File: src/rtl/matmul_pkg.sv
// Shared definitions for the streaming NxN matrix multiplier: FSM encoding
// and the width helpers used to size the result datapath.
package matmul_pkg;

  typedef enum logic [1:0] {
    LOAD = 2'd0,
    COMP = 2'd1,
    OUT  = 2'd2
  } state_t;

  function automatic int clog2(input int value);
    int bits;
    bits = 0;
    for (int p = 1; p < value; p = p * 2) bits++;
    return bits;
  endfunction

  // Wide enough that a full N-term dot product can never overflow.
  function automatic int acc_width(input int bit_width, input int n);
    return 2 * bit_width + clog2(n);
  endfunction

endpackage

File: src/rtl/matmul_row_engine.sv
// Two-stage row engine: registered N*N products for one A row against the
// whole B buffer, then a per-column adder tree producing one C row.
module matmul_row_engine
  import matmul_pkg::*;
#(
  parameter int N        = 3,
  parameter int BitWidth = 8,
  parameter int SIGNED   = 0,
  parameter int AccWidth = acc_width(BitWidth, N),
  parameter int IdxW     = clog2(N)
) (
  input  logic                         clk,
  input  logic                         reset,
  input  logic                         enable,
  input  logic                         issue,
  input  logic [IdxW-1:0]              row_idx,
  input  logic [N*BitWidth-1:0]        a_row,
  input  logic [N-1:0][N*BitWidth-1:0] b_mat,
  output logic [N*AccWidth-1:0]        c_row,
  output logic [IdxW-1:0]              c_idx,
  output logic                         c_vld
);

  logic signed [AccWidth-1:0] prod_p1 [N][N];
  logic        [IdxW-1:0]     idx_p1;
  logic                       vld_p1;

  function automatic logic signed [AccWidth-1:0] extend(input logic [BitWidth-1:0] x);
    if (SIGNED != 0) return AccWidth'($signed(x));
    return AccWidth'(x);
  endfunction

  // Pairwise reduction, log2(N) adder levels deep.
  function automatic logic signed [AccWidth-1:0] tree_sum(
    input logic signed [AccWidth-1:0] terms [N]
  );
    logic signed [AccWidth-1:0] w [N];
    w = terms;
    for (int s = 1; s < N; s = s * 2)
      for (int i = 0; i + s < N; i = i + 2 * s)
        w[i] = w[i] + w[i+s];
    return w[0];
  endfunction

  // Stage 1: multiply, prod_p1[j][k] = A[r][k] * B[k][j]
  always_ff @(posedge clk or negedge reset) begin
    if (!reset) vld_p1 <= 1'b0;
    else if (enable) vld_p1 <= issue;
  end

  always_ff @(posedge clk) begin
    if (enable && issue) begin
      idx_p1 <= row_idx;
      for (int j = 0; j < N; j++)
        for (int k = 0; k < N; k++)
          prod_p1[j][k] <= extend(a_row[k*BitWidth +: BitWidth]) *
                           extend(b_mat[k][j*BitWidth +: BitWidth]);
    end
  end

  // Stage 2: column adder trees, captured by the C buffer in the parent
  always_comb begin
    c_row = '0;
    for (int j = 0; j < N; j++)
      c_row[j*AccWidth +: AccWidth] = tree_sum(prod_p1[j]);
  end

  assign c_idx = idx_p1;
  assign c_vld = vld_p1;

endmodule

File: src/rtl/matrix_mult_stream.sv
// Streaming C = A x B: rows of A and B arrive one pair per beat, rows of C
// leave one per beat, both on valid/ready; a new load never overlaps output.
module matrix_mult_stream
  import matmul_pkg::*;
#(
  parameter int N        = 3,
  parameter int BitWidth = 8,
  parameter int SIGNED   = 0,
  parameter int AccWidth = acc_width(BitWidth, N)
) (
  input  logic                  clk,
  input  logic                  reset,
  input  logic                  enable,
  input  logic                  in_valid,
  output logic                  in_ready,
  input  logic [N*BitWidth-1:0] in_a_row,
  input  logic [N*BitWidth-1:0] in_b_row,
  output logic                  out_valid,
  input  logic                  out_ready,
  output logic [N*AccWidth-1:0] out_row,
  output logic                  out_last,
  output logic                  busy
);

  localparam int IdxW = clog2(N);
  localparam int CntW = clog2(N + 1);

  state_t                       state;
  logic [CntW-1:0]              cnt;
  logic [IdxW-1:0]              idx;
  logic [N-1:0][N*BitWidth-1:0] a_buf;
  logic [N-1:0][N*BitWidth-1:0] b_buf;
  logic [N*AccWidth-1:0]        c_buf [N];
  logic                         take;
  logic                         issue;
  logic                         row_done;
  logic [N*AccWidth-1:0]        c_row;
  logic [IdxW-1:0]              c_idx;
  logic                         c_vld;

  // cnt counts beats in LOAD, issued rows (0..N) in COMP, output rows in OUT.
  assign idx      = cnt[IdxW-1:0];
  assign in_ready = reset && enable && (state == LOAD);
  assign take     = in_valid && in_ready;
  assign issue    = (state == COMP) && (cnt != CntW'(N));
  assign row_done = enable && c_vld;

  matmul_row_engine #(
    .N        (N),
    .BitWidth (BitWidth),
    .SIGNED   (SIGNED),
    .AccWidth (AccWidth),
    .IdxW     (IdxW)
  ) u_engine (
    .clk     (clk),
    .reset   (reset),
    .enable  (enable),
    .issue   (issue),
    .row_idx (idx),
    .a_row   (a_buf[idx]),
    .b_mat   (b_buf),
    .c_row   (c_row),
    .c_idx   (c_idx),
    .c_vld   (c_vld)
  );

  always_ff @(posedge clk) begin
    if (take) begin
      a_buf[idx] <= in_a_row;
      b_buf[idx] <= in_b_row;
    end
    if (row_done) c_buf[c_idx] <= c_row;
  end

  always_ff @(posedge clk or negedge reset) begin
    if (!reset) begin
      state     <= LOAD;
      cnt       <= '0;
      out_valid <= 1'b0;
      out_last  <= 1'b0;
      busy      <= 1'b0;
      out_row   <= '0;
    end else begin
      case (state)
        LOAD: begin
          if (take) begin
            busy <= 1'b1;
            if (cnt == CntW'(N - 1)) begin
              state <= COMP;
              cnt   <= '0;
            end else begin
              cnt <= cnt + 1'b1;
            end
          end
        end
        COMP: begin
          if (enable) begin
            if (issue) cnt <= cnt + 1'b1;
            // C[0] was written N-1 edges earlier, so it is safe to present now.
            if (row_done && c_idx == IdxW'(N - 1)) begin
              state     <= OUT;
              cnt       <= '0;
              out_valid <= 1'b1;
              out_last  <= 1'b0;
              out_row   <= c_buf[0];
            end
          end
        end
        OUT: begin
          if (out_ready) begin
            if (out_last) begin
              state     <= LOAD;
              cnt       <= '0;
              out_valid <= 1'b0;
              out_last  <= 1'b0;
              busy      <= 1'b0;
            end else begin
              cnt      <= cnt + 1'b1;
              out_row  <= c_buf[idx + 1'b1];
              out_last <= (cnt == CntW'(N - 2));
            end
          end
        end
        default: state <= LOAD;
      endcase
    end
  end

endmodule

File: config.mk
export PLATFORM = sky130hd
export DESIGN_NAME = matrix_mult_stream
export DESIGN_NICKNAME = d
export VERILOG_FILES = /design/src/rtl/matmul_pkg.sv /design/src/rtl/matmul_row_engine.sv /design/src/rtl/matrix_mult_stream.sv
export SDC_FILE = /design/constraint.sdc
export NUM_CORES = 2
export LEC_CHECK = 0
export ABC_CLOCK_PERIOD_IN_PS = 23900
export CORE_MARGIN = 2
export CORE_UTILIZATION = 45
export DETAILED_ROUTE_END_ITERATION = 6
export GPL_TIMING_DRIVEN = 0
export HOLD_SLACK_MARGIN = 0.12
export PLACE_DENSITY = 0.67
export SLEW_MARGIN = 0
export SYNTH_ARGS = -nofsm -noshare
export SYNTH_HDL_FRONTEND = slang
export SYNTH_SLANG_ARGS = --single-unit
File: constraint.sdc
create_clock -name clk -period 23.9 [get_ports clk]
set_input_delay 4.78 -clock clk [delete_from_list [all_inputs] [get_ports clk]]
set_output_delay 4.78 -clock clk [all_outputs]
set_load 0.01 [all_outputs]
Word-level counts from Yosys, hierarchy flattened
Memory sizes are Yosys's and may differ from the RTL's.
Cells that the tools add are included.
{"block": "op_classes", "n_addsub": 7, "n_mul": 9, "n_div": 0, "magnitude_cmp": 2, "n_eq_ne": 14, "shifts": 0, "n_mux": 42, "bitwise": 0, "reduce_logical": 18}
{"cell": "2-to-1 mux 54 bit", "n": 4}
{"cell": "bitwise mux 72 bit", "n": 2}
{"cell": "multiplier 8 x 8 -> 16 bit", "n": 9}
{"cell": "adder 18 bit", "n": 6}
{"cell": "one-hot mux 54 bit (2 select lines)", "n": 1}
{"cell": "binary-select mux 24 bit (select 2 bit)", "n": 1}
{"cell": "demux 24 bit (select 2 bit)", "n": 1}
{"cell": "2-to-1 mux 24 bit", "n": 2}
{"cell": "2-to-1 mux 2 bit", "n": 13}
{"cell": "AND reduction 5 bit", "n": 3}
{"cell": "2-to-1 mux 1 bit", "n": 13}
{"cell": "inequality test 2 bit, second input constant", "n": 6}
{"cell": "one-hot mux 2 bit (3 select lines)", "n": 2}
{"cell": "logical AND 1 bit", "n": 8}
{"cell": "AND reduction 4 bit", "n": 2}
{"cell": "== test 2 bit, second input constant", "n": 3}
{"cell": "one-hot mux 1 bit (2 select lines)", "n": 3}
{"cell": "AND reduction 6 bit", "n": 1}
{"cell": "== test 2 x 1 -> 1 bit, second input constant", "n": 2}
{"cell": "inequality test 2 x 1 -> 1 bit, second input constant", "n": 2}
{"cell": "nonzero test 2 bit", "n": 2}
{"cell": "less-than comparator 2 x 3 -> 1 bit, second input constant", "n": 1}
{"cell": "inequality test 3 x 1 -> 1 bit, second input constant", "n": 1}
{"cell": "nonzero test 3 bit", "n": 1}
{"cell": "other kinds (3)", "n": 3}
{"block": "word_totals", "reg_bits": 208, "latchBits": 0, "ramBits": 306, "mem_bits_ro": 0, "output_inout_bits": 58, "word_cells": 108, "n_memories": 2}
{"name": "c_buf", "words": 3, "word_bits": 54, "rd": 2, "rd_clocked_by_memory_dff": 0, "write_ports": 1, "line_no": "matrix_mult_stream.sv:33", "text": "logic [N*AccWidth-1:0] c_buf [N];"}
{"name": "u_engine.prod_p1", "words": 3, "word_bits": 48, "rd": 3, "rd_clocked_by_memory_dff": 0, "write_ports": 3, "line_no": "matmul_row_engine.sv:24", "text": "logic signed [AccWidth-1:0] prod_p1 [N][N];"}

Longest topological paths before layout
{"block": "logic_depth", "word_depth": 6, "depth_mapped": 22, "ltp_nobuf": 20}

Hierarchy
A second synthesis with hierarchy kept.
{"block": "unflattened", "hier_cells": 3464, "area_unflattened_um2": 40227.3}
{"mod": "matmul_row_engine", "instances": 1, "cells_each": 2765, "area_each_um2": 26679.3}
{"mod": "matrix_mult_stream", "instances": 1, "cells_each": 699, "area_each_um2": 13548.0}

Least setup slack after synthesis
OpenSTA, ideal clock, no wires.
{"block": "synth_path", "path_kind": "input to register", "startpoint": "input port enable", "endpoint": "register u_engine.idx_p1[0] (netlist: u_engine.c_idx[0]) (enable)", "setup_time_ns": 0.653, "t_arrival_ns": 10.909, "required_ns": 23.247, "slack_ns": 12.338, "cell_stages": 2, "path_buffers": 0, "cell_sequence": "nand2_1 nor2_1"}
{"block": "synth_between", "elab_chain_cells": 1}
{"element": "from (decl)", "line_no": "matrix_mult_stream.sv:13", "text": "input logic enable,"}
{"element": "logical AND 1 bit", "line_no": "matmul_row_engine.sv:52", "text": "if (enable && issue) begin"}
{"element": "to (signal assigned)", "line_no": "matmul_row_engine.sv:53", "text": "idx_p1 <= row_idx;"}
{"element": "to (decl)", "line_no": "matmul_row_engine.sv:25", "text": "logic [IdxW-1:0] idx_p1;"}
No other way between the ends.
A chain may end at the register's enable or synchronous reset.

Worst setup path after layout
{"block": "layout_path", "startpoint": "input port reset", "endpoint": "output port in_ready"}
{"block": "layout_between", "elab_chain_cells": 2}
{"element": "from (decl)", "line_no": "matrix_mult_stream.sv:12", "text": "input logic reset,"}
{"element": "logical AND 1 bit (2 in a row)", "line_no": "matrix_mult_stream.sv:43", "text": "assign in_ready = reset && enable && (state == LOAD);"}
{"element": "to (decl)", "line_no": "matrix_mult_stream.sv:15", "text": "output logic in_ready,"}
No other way between the ends.

==> out/metrics.yaml <==
cap_violations: 0
cts.clk_slew.worst_paths_ns: 0.06
min_path_cells: 2
slew_headroom_pct: 29.0
post-route-min-period_ns: 11.14
vias: 25600
r2r_cells: 19
gr-usage-all-layers_pct: 20.9
cts_root_buf: "clkbuf_16"
critPathCapture: "in_ready"
first_pass_iters: 5
cp_data_arrival_time_ns: 6.36
io_pins: 111
hpwl_microns: 74200
fin_setup_tns_ns: 0
layout-drive-gt1-share_pct: 5.09
drt.antenna.violating_nets: 0
startpoint_type: "input pin"
finalHoldViolCount: 0
fillers: 7656
cts_resized: 0
grt_overflow: 0
avgRoutedWirePerCell_microns: 19.0
synth_cells: 3470
cts_tree: "built"
synth_top_area_share_pct: 34.4
skew_ns: 0.0306
ys_top_cells_by_area: "edfxtp_1 34%, fa_1 19%, ha_1 12%"
yosysTopAreaCell: "edfxtp_1"
fmax_mhz: 89.8
grt_first_pass_wirelength_microns: 145000
drcViolationCount: 0
status: "finished clean"
cp-startpoint: "reset"
drt-initial-drc-count: 1626
core_area_sq_um: 86900
clk_latency_ns: 0.64
fp-row-count: 108
ys_top_cells_by_count: "493 x inv_1, 452 x edfxtp_1, 442 x and2_1"
postCtsSetupBuffers: 0
dieArea_sq_um: 90200
r2r_end: "u_engine.prod_p1[2][31]"
finalSetupViolCount: 0
yosys_most_used_dff: "edfxtp_1"
post-route-period-util_pct: 46.6
crit_fanout: 63
routabilityCongestion: 0.896
critPathCaptureType: "primary output"
ctsHoldBuffers: 0
rsz0062_at_grt: "false"
ys_warn_count: 0
syn2layout_area_growth_pct: 12.4
grt_max_degree: 64
nets: 4472
synth_area_sq_um: 39500
synthArstFlopShare_pct: 12.1
seq_area_frac_synth_pct: 38.3
layout.cells.non_filler: 4868
wl_microns: 92600
clock_path_buffers: 3
viasPerCell: 5.26
crit_required_ns: 19.12
clock-sinks: 514
initial_core_util_pct: 45.5
htreeDepth: 2
worst-r2r-setup-slack_ns: 16.80
synth_nets: 4278
synth_most_common_cell: "inv_1"
hold_path_class: "reg2reg"
r2r_start: "cnt[1]"
grt_antenna_before_repair: 2
synthDistinctLibCells: 65
die_h_microns: 300
place.port_buffers: 110
synth_edf_count: 452
syn_avg_cell_area_sq_um: 11.4
crit_type: "in2out"
place_inst: 4760
synth_seq_cells: 514
cts_buffers: 57
drv_slew: 0
max_slew.worst_pin.slew_ns: 1.06
die_w_microns: 300
grt_pass1_vias: 25900
## metrics by stage
step                utilization [%]  hold WS [ns]  worst slack [ns]  cell area [sq um]
finish                         51.1         0.473             12.76              44400
global placement               48.4         0.464              9.04              42100
global route                   51.1         0.504             12.59              44400
CTS                            51.1         0.482             12.69              44400
floorplan                         -         0.505             12.34              39500
detailed placement             48.9         0.469             12.69              42400
## how the worst min path moves through the flow
stage / end / start / slack (ns)
finish: out_row[48] / out_row[48] / 0.47
detailed placement: out_row[8] / out_row[8] / 0.47
CTS: out_row[8] / out_row[8] / 0.48
global placement: out_row[2] / out_row[2] / 0.46
floorplan: u_engine.c_vld / u_engine.c_vld / 0.51
global route: out_row[0] / out_row[0] / 0.50
## registers in the layout (all words and copies together), names as in the netlist
name,count
u_engine.c_vld,1
c_buf,162
b_buf,72
state,2
u_engine.c_idx,2
out_valid,1
busy,1
a_buf,72
out_last,1
u_engine.prod_p1,144
out_row,54
cnt,2
## cell type report
type	instances	area, sq um	share of cell area, %
Sequential cell	514	15100	34.1
Buffer	94	408	0.919
Timing Repair Buffer	135	1470	3.32
Multi-Input combinational cell	2368	22100	49.9
Clock buffer	76	1600	3.60
Inverter	494	1850	4.18
Tap cell	1155	1450	3.25
Antenna cell	2	5.00	0.0113
Clock inverter	30	350	0.789
## routing by layer
metal,GRT usage (%),part of all wire (%)
met5,0,0
met4,6.18,3.0
met3,3.45,6.3
met2,33.6,46
met1,29.2,45
## cells in the final DEF, fill, tap and decap left out, types with 27 or more instances in the layout
cell / n
a21o_1: 45
a21oi_1: 108
a22o_1: 54
a22oi_1: 54
and2_1: 442
buf_2: 32
clkbuf_1: 69
clkbuf_16: 59
clkdlybuf4s50_1: 109
dfrtp_1: 62
edfxtp_1: 452
fa_1: 375
ha_1: 380
inv_1: 492
nand2_1: 269
nand3_1: 27
nor2_1: 73
nor2b_1: 29
o21ai_0: 107
o21ai_1: 32
xnor2_1: 102
xor2_1: 37
## worst max-delay path: stages
cell and delay, ns:
buf_4 0.60, and3_1 0.36, clkdlybuf4s50_1 0.56
## kinds of logic (layout without fill, tap and decap cells)
| group | count (synthesis) | after routing | synth area share (%) |
|---|---|---|---|
| AND/OR/NAND/NOR | 911 | 911 | 12.2 |
| adder cells (fa/ha/maj) | 755 | 755 | 31.0 |
| buffers and inverters | 588 | 829 | 5.73 |
| AO/OA/AOI/OAI | 535 | 535 | 8.94 |
| flip-flops | 514 | 514 | 38.3 |
| XOR/XNOR | 139 | 139 | 3.08 |
| multiplexers | 28 | 28 | 0.716 |
| other | 0 | 2 | 0 |
Power is left out: the tool's default activity adds up to more than one toggle a clock period on the data nets, which glitch-free logic cannot reach.
